`src/rtl/ascon_aead_fsm_param.sv`:
```
`default_nettype none
// ============================================================================
// Module   : ascon_aead_fsm_param
// Purpose  : Parametrised control FSM for the Ascon-AEAD128 core. It
//            sequences initialisation, associated-data absorption, data
//            encryption/decryption, finalisation and tag output. Round
//            counts and rounds-per-cycle unrolling are parameters. The FSM
//            owns the permutation round counter.
// Ports    : clk, rst_n (async active-low)
//            start/decrypt/abort    - host command, mode and abort
//            valid_ad/last_ad       - associated-data block handshake
//            valid_db_in/last_db    - data block handshake
//            tag_match              - datapath tag comparator (TAG state)
//            rnd_idx/perm_en        - round-constant index / permute enable
//            en_internal/en_new_aead, sel_* , end_ad - datapath controls
//            ready, valid_db_out, valid_tag, auth_fail, busy - status
// Revision : 1.0 - initial release
// ============================================================================
module ascon_aead_fsm_param #(
  parameter int PA_ROUNDS = 12,
  parameter int PB_ROUNDS = 8,
  parameter int UNROLL    = 1
) (
  input  logic       clk,
  input  logic       rst_n,
  input  logic       start,
  input  logic       decrypt,
  input  logic       abort,
  input  logic       valid_ad,
  input  logic       last_ad,
  input  logic       valid_db_in,
  input  logic       last_db,
  input  logic       tag_match,
  output logic [3:0] rnd_idx,
  output logic       perm_en,
  output logic       en_internal,
  output logic       en_new_aead,
  output logic       sel_state,
  output logic       sel_din,
  output logic       sel_dout,
  output logic       sel_xor_data,
  output logic [1:0] sel_xor_key,
  output logic       sel_decrypt,
  output logic       end_ad,
  output logic       ready,
  output logic       valid_db_out,
  output logic       valid_tag,
  output logic       auth_fail,
  output logic       busy
);

  localparam int         PA_GROUPS = PA_ROUNDS / UNROLL;
  localparam int         PB_GROUPS = PB_ROUNDS / UNROLL;
  localparam logic [3:0] PA_BASE   = 4'(12 - PA_ROUNDS);
  localparam logic [3:0] PB_BASE   = 4'(12 - PB_ROUNDS);
  localparam logic [3:0] PA_LAST   = 4'(PA_GROUPS - 1);
  localparam logic [3:0] PB_LAST   = 4'(PB_GROUPS - 1);
  localparam logic [3:0] STEP      = 4'(UNROLL);

  // Reject round/unroll combinations the counter cannot sequence exactly.
  generate
    if (UNROLL < 1 || PA_ROUNDS < 1 || PA_ROUNDS > 12 ||
        PB_ROUNDS < 1 || PB_ROUNDS > 12 ||
        (PA_ROUNDS % UNROLL) != 0 || (PB_ROUNDS % UNROLL) != 0) begin : g_param_check
      $error("ascon_aead_fsm_param: UNROLL must divide PA_ROUNDS and PB_ROUNDS (1..12)");
    end
  endgenerate

  typedef enum logic [3:0] {
    S_IDLE    = 4'd0,
    S_LOAD    = 4'd1,
    S_INIT    = 4'd2,
    S_WAIT_AD = 4'd3,
    S_ABS_AD  = 4'd4,
    S_WAIT_DB = 4'd5,
    S_ABS_DB  = 4'd6,
    S_FINAL   = 4'd7,
    S_TAG     = 4'd8
  } state_t;

  state_t     state_q, state_d;
  logic [3:0] k_q, k_d;
  logic       mode_q, mode_d;          // 1 = decrypt
  logic       absorbed_q, absorbed_d;  // any block absorbed since LOAD
  logic       dsep_q, dsep_d;          // domain separation already applied
  logic       last_ad_q, last_ad_d;    // current AD block is the final one

  logic first_grp;
  logic last_pa;
  logic last_pb;

  assign first_grp = (k_q == 4'd0);
  assign last_pa   = (k_q == PA_LAST);
  assign last_pb   = (k_q == PB_LAST);

  always_ff @(posedge clk or negedge rst_n) begin
    if (!rst_n) begin
      state_q    <= S_IDLE;
      k_q        <= 4'd0;
      mode_q     <= 1'b0;
      absorbed_q <= 1'b0;
      dsep_q     <= 1'b0;
      last_ad_q  <= 1'b0;
    end else begin
      state_q    <= state_d;
      k_q        <= k_d;
      mode_q     <= mode_d;
      absorbed_q <= absorbed_d;
      dsep_q     <= dsep_d;
      last_ad_q  <= last_ad_d;
    end
  end

  always_comb begin
    state_d      = state_q;
    k_d          = k_q;
    mode_d       = mode_q;
    absorbed_d   = absorbed_q;
    dsep_d       = dsep_q;
    last_ad_d    = last_ad_q;
    rnd_idx      = PA_BASE + k_q * STEP;
    perm_en      = 1'b0;
    en_internal  = 1'b0;
    en_new_aead  = 1'b0;
    sel_state    = 1'b0;
    sel_din      = 1'b0;
    sel_dout     = 1'b0;
    sel_xor_data = 1'b0;
    sel_xor_key  = 2'b00;
    sel_decrypt  = 1'b0;
    end_ad       = 1'b0;
    ready        = 1'b0;
    valid_db_out = 1'b0;
    valid_tag    = 1'b0;
    auth_fail    = 1'b0;
    busy         = (state_q != S_IDLE);

    case (state_q)
      S_IDLE: begin
        if (start) begin
          state_d    = S_LOAD;
          mode_d     = decrypt;
          absorbed_d = 1'b0;
          dsep_d     = 1'b0;
          last_ad_d  = 1'b0;
        end
      end

      S_LOAD: begin
        en_new_aead = 1'b1;
        en_internal = 1'b1;
        sel_state   = 1'b1;
        state_d     = S_INIT;
      end

      S_INIT: begin
        perm_en     = 1'b1;
        en_internal = 1'b1;
        if (last_pa) state_d = S_WAIT_AD;
      end

      S_WAIT_AD: begin
        ready = 1'b1;
        // AD has priority so a simultaneous data request stays pending.
        if (valid_ad) begin
          last_ad_d = last_ad;
          state_d   = S_ABS_AD;
        end else if (valid_db_in) begin
          state_d = last_db ? S_FINAL : S_ABS_DB;
        end
      end

      S_ABS_AD: begin
        perm_en     = 1'b1;
        en_internal = 1'b1;
        rnd_idx     = PB_BASE + k_q * STEP;
        if (first_grp) begin
          sel_xor_data = 1'b1;
          sel_xor_key  = absorbed_q ? 2'b00 : 2'b01;
          absorbed_d   = 1'b1;
        end
        if (last_pb) begin
          if (last_ad_q) begin
            // Domain separation lands as the state moves to data phase.
            end_ad  = 1'b1;
            dsep_d  = 1'b1;
            state_d = S_WAIT_DB;
          end else begin
            state_d = S_WAIT_AD;
          end
        end
      end

      S_WAIT_DB: begin
        ready = 1'b1;
        if (valid_db_in) state_d = last_db ? S_FINAL : S_ABS_DB;
      end

      S_ABS_DB: begin
        perm_en     = 1'b1;
        en_internal = 1'b1;
        rnd_idx     = PB_BASE + k_q * STEP;
        if (first_grp) begin
          sel_din      = 1'b1;
          sel_xor_data = 1'b1;
          valid_db_out = 1'b1;
          sel_decrypt  = mode_q;
          // Entering data without a final AD block: this xor carries the
          // initial key mix (if first absorption) and domain separation.
          sel_xor_key  = absorbed_q ? 2'b00 : 2'b01;
          end_ad       = ~dsep_q;
          absorbed_d   = 1'b1;
          dsep_d       = 1'b1;
        end
        if (last_pb) state_d = S_WAIT_DB;
      end

      S_FINAL: begin
        perm_en     = 1'b1;
        en_internal = 1'b1;
        if (first_grp) begin
          sel_din      = 1'b1;
          sel_xor_data = 1'b1;
          valid_db_out = 1'b1;
          sel_decrypt  = mode_q;
          // K||K folds the skipped initial 0||K mix into the final key xor.
          sel_xor_key  = absorbed_q ? 2'b10 : 2'b11;
          end_ad       = ~dsep_q;
          absorbed_d   = 1'b1;
          dsep_d       = 1'b1;
        end
        if (last_pa) state_d = S_TAG;
      end

      S_TAG: begin
        sel_xor_key = 2'b01;
        sel_dout    = 1'b1;
        valid_tag   = 1'b1;
        auth_fail   = mode_q & ~tag_match;
        state_d     = S_IDLE;
      end

      default: begin
        state_d = S_IDLE;
      end
    endcase

    // Group counter restarts on every state change, advances while permuting.
    if (state_d != state_q) begin
      k_d = 4'd0;
    end else if (perm_en) begin
      k_d = k_q + 4'd1;
    end

    if (abort) begin
      state_d    = S_IDLE;
      k_d        = 4'd0;
      absorbed_d = 1'b0;
      dsep_d     = 1'b0;
      last_ad_d  = 1'b0;
    end
  end

endmodule
`default_nettype wire
```
`config.mk`:
```
export PLATFORM = sky130hd
export DESIGN_NAME = ascon_aead_fsm_param
export DESIGN_NICKNAME = d
export VERILOG_FILES = /design/src/rtl/ascon_aead_fsm_param.sv
export SDC_FILE = /design/constraint.sdc
export NUM_CORES = 1
export LEC_CHECK = 0
export ABC_AREA = 0
export CORE_MARGIN = 10
export CORE_UTILIZATION = 52
export CTS_BUF_LIST = sky130_fd_sc_hd__clkbuf_4
export DETAILED_ROUTE_END_ITERATION = 7
export PLACE_DENSITY = 0.87
export RECOVER_POWER = 50
export SYNTH_ARGS = -nofsm -noshare
export SYNTH_HDL_FRONTEND = slang
export SYNTH_SLANG_ARGS = --single-unit
```
`constraint.sdc`:
```
create_clock -name clk -period 5.9 [get_ports clk]
set_clock_uncertainty 0.2 [all_clocks]
set_input_delay 0.59 -clock clk [delete_from_list [all_inputs] [get_ports clk]]
set_output_delay 0.59 -clock clk [all_outputs]
set_load 0.01 [all_outputs]
```
==> results by group, run 1 <==
STA
  • Worst Hold Margin: 0.327 ns
  • Setup total negative slack: 0 ns
  • RSZ-0062 raised after global routing: false
  • Final slew viol count: 0
  • Final clock period utilization by the worst path: 52.4%
  • Worst rel slew slack: 60.7%
  • Time the final worst path needs with I/O delays and setup: 3.09 ns
  • Highest clock rate: 0.324 GHz
  • Total count of hold-check failures in the final report: 0
  • Worst-margin pin slew: 0.588 ns
  • Count of endpoints failing setup in the final report: 0

Place
  • Final weighted congestion in routability-driven placement: 0.923
  • Placed standard-cell area: 1260 um^2
  • Placed instance count: 168
  • # port buffers: 29
  • Placed wire-length estimate after detailed placement: 2180 um

Critical path
  • Setup Crit Path Kind: reg -> out
  • Worst setup EP type: primary output
  • Longest individual stage delay on the worst path: 0.61 ns
  • Beginning of the worst register-to-register path: k_q[2]$_DFFE_PN0P_
  • CP bufs+invs: 2
  • Worst flop-to-flop path endpoint: k_q[3]$_DFFE_PN0P_
  • Data required time of the worst path: 5.11 ns
  • Critical-path cell with the highest stage delay: dfrtp_1
  • CP Launch Type: flop
  • Crit-path max FO: 15
  • Worst R2R Path Depth: 7
  • Worst path top cell family by delay: buffers and inverters
  • Cell breakdown of the critical path: nor2b_1, nand3_1, a21oi_1, inv_1, o21ai_0, clkdlybuf4s50_1
  • Internal reg-to-reg setup slack: 3.63 ns
  • Critical Path AT: 2.30 ns

CTS
  • Number of levels the H-tree was split into: 1
  • Post-CTS Setup Bufs: 0
  • Root buffer selected by CTS: clkbuf_4
  • Resize count post-CTS: 0
  • Number of buffers inserted during clock tree synthesis: 3
  • CTS Hold Bufs: 0
  • Skew-Pair Late Insertion Delay: 0.27 ns
  • Number of sinks handled by clock tree synthesis: 12
  • Reg clk slew, reported paths: 0.09 ns
  • Clock tree from TritonCTS: built
  • Number of buffers on the longest clock path: 2

Worst hold path
  • Min-Delay Path Depth: 1
  • Hold worst-path end: mode_q$_DFFE_PN0P_
  • Worst hold path startpoint: mode_q$_DFFE_PN0P_
  • Hold/Removal Path Class: reg -> reg

Route
  • Violation count after the first detailed-routing iteration: 45
  • Post-Route M1 WL: 1190 um
  • Vias/cell: 6.02
  • Post-route DRC violation count: 0
  • Overall via count from detail_route: 1035
  • Met2 wire length: 1350 um
  • WL/cell: 16.1 um
  • Final WL: 2770 um
  • First-pass iteration count of the detailed router: 4
  • Number of routed nets with antenna violations: 0
  • Highest signal layer in the routed design: met4
  • WL met3: 170 um

Global route
  • Gr ovfl total: 0
  • Total routing usage reported by global routing: 14.1%
  • Initial antenna violation count: 0
  • Global-route wire length before repair: 4790 um
  • Number of global-route vias before repair: 990
  • Maximum number of pins on one net before global-route repair: 16

Layout
  • Final antenna diode count: 0
  • Area grow syn2layout: 27.4%
  • Layout cells sized above 1: 5.44%
  • Most used cells in the layout excluding fill and tap cells: clkdlybuf4s50_1 (24), dfrtp_1 (12), nor2_1 (9), nand2_1 (9), nor3_1 (9)
  • Layout Cell Area excl Fill: 1280 um^2
  • Core Util, Final: 71.7%
  • Number of standard cells in the final layout excluding fillers: 172
  • Leading cell type in the layout, fill and taps excluded: clkdlybuf4s50_1
  • Final Net Count: 163

Synth
  • Unique cell type count in the Yosys netlist: 44
  • Cell Area, Synth: 1000 um^2
  • Number of warnings issued by yosys: 0
  • Syn Nets: 139
  • Total of flip-flops plus latches after synthesis: 12
  • Synth Instances: 124
  • Synthesized area per cell: 8.09 um^2
  • Part of the Yosys area used for sequential elements: 29.9%

Job
  • Number of maximum-capacitance violations: 0

Power and ir drop
  • Power density over cell area: 153 nW/um^2
  • Reported leakage power: 0.000465 uW
  • Largest vdd supply drop: 158 uV

Floorplanning
  • Horiz. Die Dim: 63.9 um
  • Area of the core: 1780 um^2
  • Effective utilization at floorplan: 56.3%
  • Die Footprint: 4090 um^2
  • Std cell rows: 15
  • I/O pin count: 30
  • Height of the die: 63.9 um

Outcome
  • Result of the run: finished clean
per-layer routing:
layer | vias up | GRT usage, %
met3 | 8 | 3.66
li1 | 490 | -
met1 | 492 | 17.4
met2 | 45 | 23.4
met4 | 0 | 4.10
met5 | - | 0
worst max-delay path by stage:
stage                               from              to  slack, ns  depth (start not counted)
CTS                 state_q[0]$_DFF_PN0_          end_ad       2.83                          4
finish              state_q[2]$_DFF_PN0_  sel_xor_key[0]       2.81                          6
global placement    state_q[0]$_DFF_PN0_          end_ad       3.12                          4
detailed placement  state_q[2]$_DFF_PN0_         perm_en       3.15                          4
global route        state_q[2]$_DFF_PN0_  sel_xor_key[0]       2.59                          6
floorplan           state_q[2]$_DFF_PN0_  sel_xor_key[0]       3.68                          6
flip-flops by register name, indices dropped and copies added (netlist names):
signal / count
k_q: 4
state_q: 4
absorbed_q: 1
dsep_q: 1
last_ad_q: 1
mode_q: 1
synth_stat cells, drive strengths merged:
| cell | number | area share [%] |
|---|---|---|
| and2 | 4 | 2.5 |
| a211oi | 1 | 0.75 |
| o21ai | 2 | 1.0 |
| a221oi | 1 | 0.87 |
| clkbuf | 1 | 0.37 |
| xnor2 | 5 | 4.4 |
| nand2 | 9 | 3.4 |
| nand4 | 1 | 0.62 |
| a311oi | 2 | 1.7 |
| o32ai | 1 | 0.87 |
| nor3 | 9 | 4.5 |
| o31a | 1 | 0.87 |
| dfrtp | 12 | 30 |
| inv | 9 | 3.4 |
| nor2 | 10 | 4.2 |
| a32o | 1 | 1.0 |
| or3 | 1 | 0.62 |
| or2 | 1 | 0.62 |
| mux2 | 1 | 1.1 |
| nand3 | 8 | 4.0 |
| o22ai | 1 | 0.62 |
| ha | 5 | 6.2 |
| mux2i | 1 | 1.0 |
| a31oi | 1 | 0.62 |
| nor4 | 2 | 1.2 |
| maj3 | 1 | 1.1 |
| o22a | 1 | 0.87 |
| a21oi | 8 | 4.4 |
| and3 | 1 | 0.62 |
| nor3b | 2 | 1.5 |
| o2111ai | 1 | 0.87 |
| a211o | 1 | 0.87 |
| nand2b | 4 | 2.5 |
| o32a | 1 | 1.0 |
| or3b | 1 | 0.87 |
| nor2b | 3 | 1.9 |
| buf | 9 | 6.2 |
| o41ai | 1 | 0.87 |
area by class of cell:
cell class                      count  area [um^2]
Clock buffer                        3         22.5
Fill cell                         140          504
Tap cell                           25         31.3
Inverter                            9         33.8
Multi-Input combinational cell     93          597
Sequential cell                    12          300
Clock inverter                      1         3.75
Timing Repair Buffer               29          290
stage by stage:
step	worst slack, ns	total power (uW)
global route	2.59	205
global placement	3.12	142
floorplan	3.68	121
finish	2.81	196
detailed placement	3.15	142
CTS	2.83	195
where the power goes:
part,switching [uW],internal [uW],leakage [uW]
clock network,32.1,24.5,0.0000154
registers,5.42,85.1,0.000164
logic,24.3,24.8,0.000286
logic make-up after synthesis:
family,count (synthesis),share of synthesized area (%)
mux,2,2.12
buf+inv,19,9.97
xor+xnor,5,4.36
fa+ha+maj,6,7.36
simple gates,56,29.1
flops,12,29.9
compound gates,24,17.2
Power figures use the tool's default switching activity.
==> inputs of run 2 (changes only) <==
- CORE_UTILIZATION: 52 -> 48
- PLACE_DENSITY: 0.87 -> 0.81
- clock period: 5.9 -> 2.95 ns (I/O delays scaled with it)
==> run 2 against run 1 <==
- first-iteration DRC count is 31% lower
- sequential cell count stayed put
- sequential share of layout area is 0.23 points lower
- highest routed layer unchanged
- critical endpoint is now end_ad
- global-route usage is 0.22 points lower
- utilization is 6.6 points lower
==> results by group, run 2 (same netlist as run 1, synthesis figures left out) <==
Outcome
  • Result of the run: finished clean

Layout
  • Filler cell count: 171 (+22%)
  • Most used cells in the layout excluding fill and tap cells: clkdlybuf4s50_1 (26), dfrtp_1 (12), nand2_1 (9), nor3_1 (9)
  • Number of standard cells in the final layout excluding fillers: 174 (+1.2%)
  • Area grow syn2layout: 28.7%
  • Core Util, Final: 65.2% (-6.6 points)
  • Layout cells sized above 1: 7.48% (+2.0 points)
  • Largest registers: k_q x4, state_q x4
  • Final antenna diode count: 0 (unchanged)
  • Leading cell type in the layout, fill and taps excluded: clkdlybuf4s50_1
  • Final Net Count: 164 (+0.61%)

CTS
  • Resize count post-CTS: 0 (unchanged)
  • Clock tree from TritonCTS: built
  • Number of buffers inserted during clock tree synthesis: 3 (unchanged)
  • CTS Hold Bufs: 0 (unchanged)
  • Skew-Pair Late Insertion Delay: 0.28 ns (about the same)
  • Root buffer selected by CTS: clkbuf_4
  • Number of levels the H-tree was split into: 1 (unchanged)
  • Reg clk slew, reported paths: 0.08 ns (about the same)
  • Number of buffers on the longest clock path: 2 (unchanged)
  • Post-CTS Setup Bufs: 0 (unchanged)
  • Number of sinks handled by clock tree synthesis: 12 (unchanged)

STA
  • Count of endpoints failing setup in the final report: 0 (unchanged)
  • Time the final worst path needs with I/O delays and setup: 2.76 ns
  • Final slew viol count: 0 (unchanged)
  • RSZ-0062 raised after global routing: false
  • Highest clock rate: 0.362 GHz
  • Worst rel slew slack: 58.4% (-2.3 points)
  • Total count of hold-check failures in the final report: 0 (unchanged)
  • Final clock period utilization by the worst path: 93.7%
  • Setup total negative slack: 0 ns (unchanged)
  • Worst-margin pin slew: 0.621 ns (+0.0339 ns)

Floorplanning
  • Horiz. Die Dim: 65.7 um (+2.8%)
  • Area of the core: 1980 um^2 (+11%)
  • Die Footprint: 4320 um^2 (+5.7%)
  • Height of the die: 65.7 um (+2.8%)
  • Std cell rows: 16 (+1)
  • I/O pin count: 30 (unchanged)
  • Effective utilization at floorplan: 50.6% (-5.6 points)

Route
  • WL/cell: 16.7 um (+3.8%)
  • Met2 wire length: 1470 um (+9.2%)
  • Number of routed nets with antenna violations: 0 (unchanged)
  • Highest signal layer in the routed design: met4
  • Vias/cell: 5.69 (-5.4%)
  • Final WL: 2910 um (+5.1%)
  • Overall via count from detail_route: 990 (-4.3%)
  • Post-Route M1 WL: 1200 um (+0.42%)
  • First-pass iteration count of the detailed router: 4 (unchanged)
  • Violation count after the first detailed-routing iteration: 31 (-31%)
  • Post-route DRC violation count: 0 (unchanged)
  • WL met3: 197 um (+16%)

Critical path
  • Crit-path max FO: 13 (-2)
  • CP Launch Type: flop
  • Critical Path AT: 2.27 ns (-0.03 ns)
  • Critical-path cell with the highest stage delay: clkdlybuf4s50_1
  • Data required time of the worst path: 2.46 ns (-2.65 ns)
  • Worst setup EP type: primary output
  • Longest individual stage delay on the worst path: 0.59 ns (-0.02 ns)
  • CP Launch Point: state_q[1]$_DFF_PN0_
  • Setup Crit Path Kind: reg -> out
  • Beginning of the worst register-to-register path: k_q[2]$_DFFE_PN0P_
  • Cell breakdown of the critical path: or2_2, or3_1, o32ai_1, clkdlybuf4s50_1

Power and ir drop
  • Total Power: 388 uW (+97%)
  • Power density over cell area: 300 nW/um^2 (+96%)
  • Largest vdd supply drop: 245 uV (+55%)
  • Reported leakage power: 0.000468 uW (+0.60%)

Global route
  • Initial antenna violation count: 0 (unchanged)
  • Global-route wire length before repair: 4750 um (-0.71%)
  • Number of global-route vias before repair: 1007 (+1.7%)
  • Maximum number of pins on one net before global-route repair: 16 (unchanged)
  • Gr ovfl total: 0 (unchanged)
  • Total routing usage reported by global routing: 13.9% (-0.22 points)

Place
  • Placed instance count: 171 (+1.8%)
  • Placed wire-length estimate after detailed placement: 2320 um (+6.5%)
  • # port buffers: 29 (unchanged)
  • Final weighted congestion in routability-driven placement: 0.899 (-2.5%)

Job
  • Number of maximum-capacitance violations: 0 (unchanged)

Worst hold path
  • Hold/Removal Path Class: in -> async
## run 2: layer usage
metal / vias up / GRT usage, %
met4: 0 / 5.61
met3: 5 / 4.07
li1: 483 / -
met5: - / 0
met2: 31 / 23.1
met1: 471 / 16.2
## run 2: final timing paths
path | end | slack (ns) | depth (start not counted)
worst max-delay path | end_ad | 0.19 | 4
max in group asynchronous | k_q[2]$_DFFE_PN0P_ | 1.88 | 1
worst min-delay path | absorbed_q$_DFFE_PN0P_ | 0.26 | 1
min in group clk | mode_q$_DFFE_PN0P_ | 0.34 | 1
worst max register to register | k_q[2]$_DFFE_PN0P_ | 0.71 | 7
worst min register to register | mode_q$_DFFE_PN0P_ | 0.34 | 1
## run 2: power breakdown
part           total (uW)  leakage [uW]  switching (uW)  internal (uW)
clock network         106     0.0000138            58.2           47.5
registers             181      0.000164            10.8            170
logic                 101      0.000290            50.1           50.7
## run 2: area by class of cell
| class | count | area (um^2) | area share (%) |
|---|---|---|---|
| clock buffers | 3 | 22.5 | 1.74 |
| multi-input cells | 93 | 603 | 46.7 |
| inverters | 9 | 33.8 | 2.62 |
| well taps | 27 | 33.8 | 2.62 |
| repair buffers | 30 | 298 | 23.1 |
| flip-flops and latches | 12 | 300 | 23.3 |
## run 2: per-stage QoR
| stage | instance area [um^2] | setup WS (ns) | hold slack, ns |
|---|---|---|---|
| 2_1_floorplan | 1000 | 1.02 | -0.201 |
| 3_3_place_gp | 1270 | 0.539 | 0.310 |
| 3_5_place_dp | 1270 | 0.505 | 0.328 |
| 4_1_cts | 1290 | 0.202 | 0.212 |
| 5_1_grt | 1290 | 0.0553 | 0.291 |
| 6_report | 1290 | 0.187 | 0.258 |
## run 2: critical path, delay by kind of cell, from the launching register on
family          cells  cell delay (ns)
compound gates      1             0.15
buf+inv             1             0.59
flops               1             0.51
simple gates        2             0.74
==> inputs of run 3 (changes only) <==
- CTS_BUF_LIST: sky130_fd_sc_hd__clkbuf_4 -> sky130_fd_sc_hd__clkbuf_4 sky130_fd_sc_hd__clkbuf_8
==> results of run 3 <==
The final DEF is identical to that of run 2; final timing and power are the same.
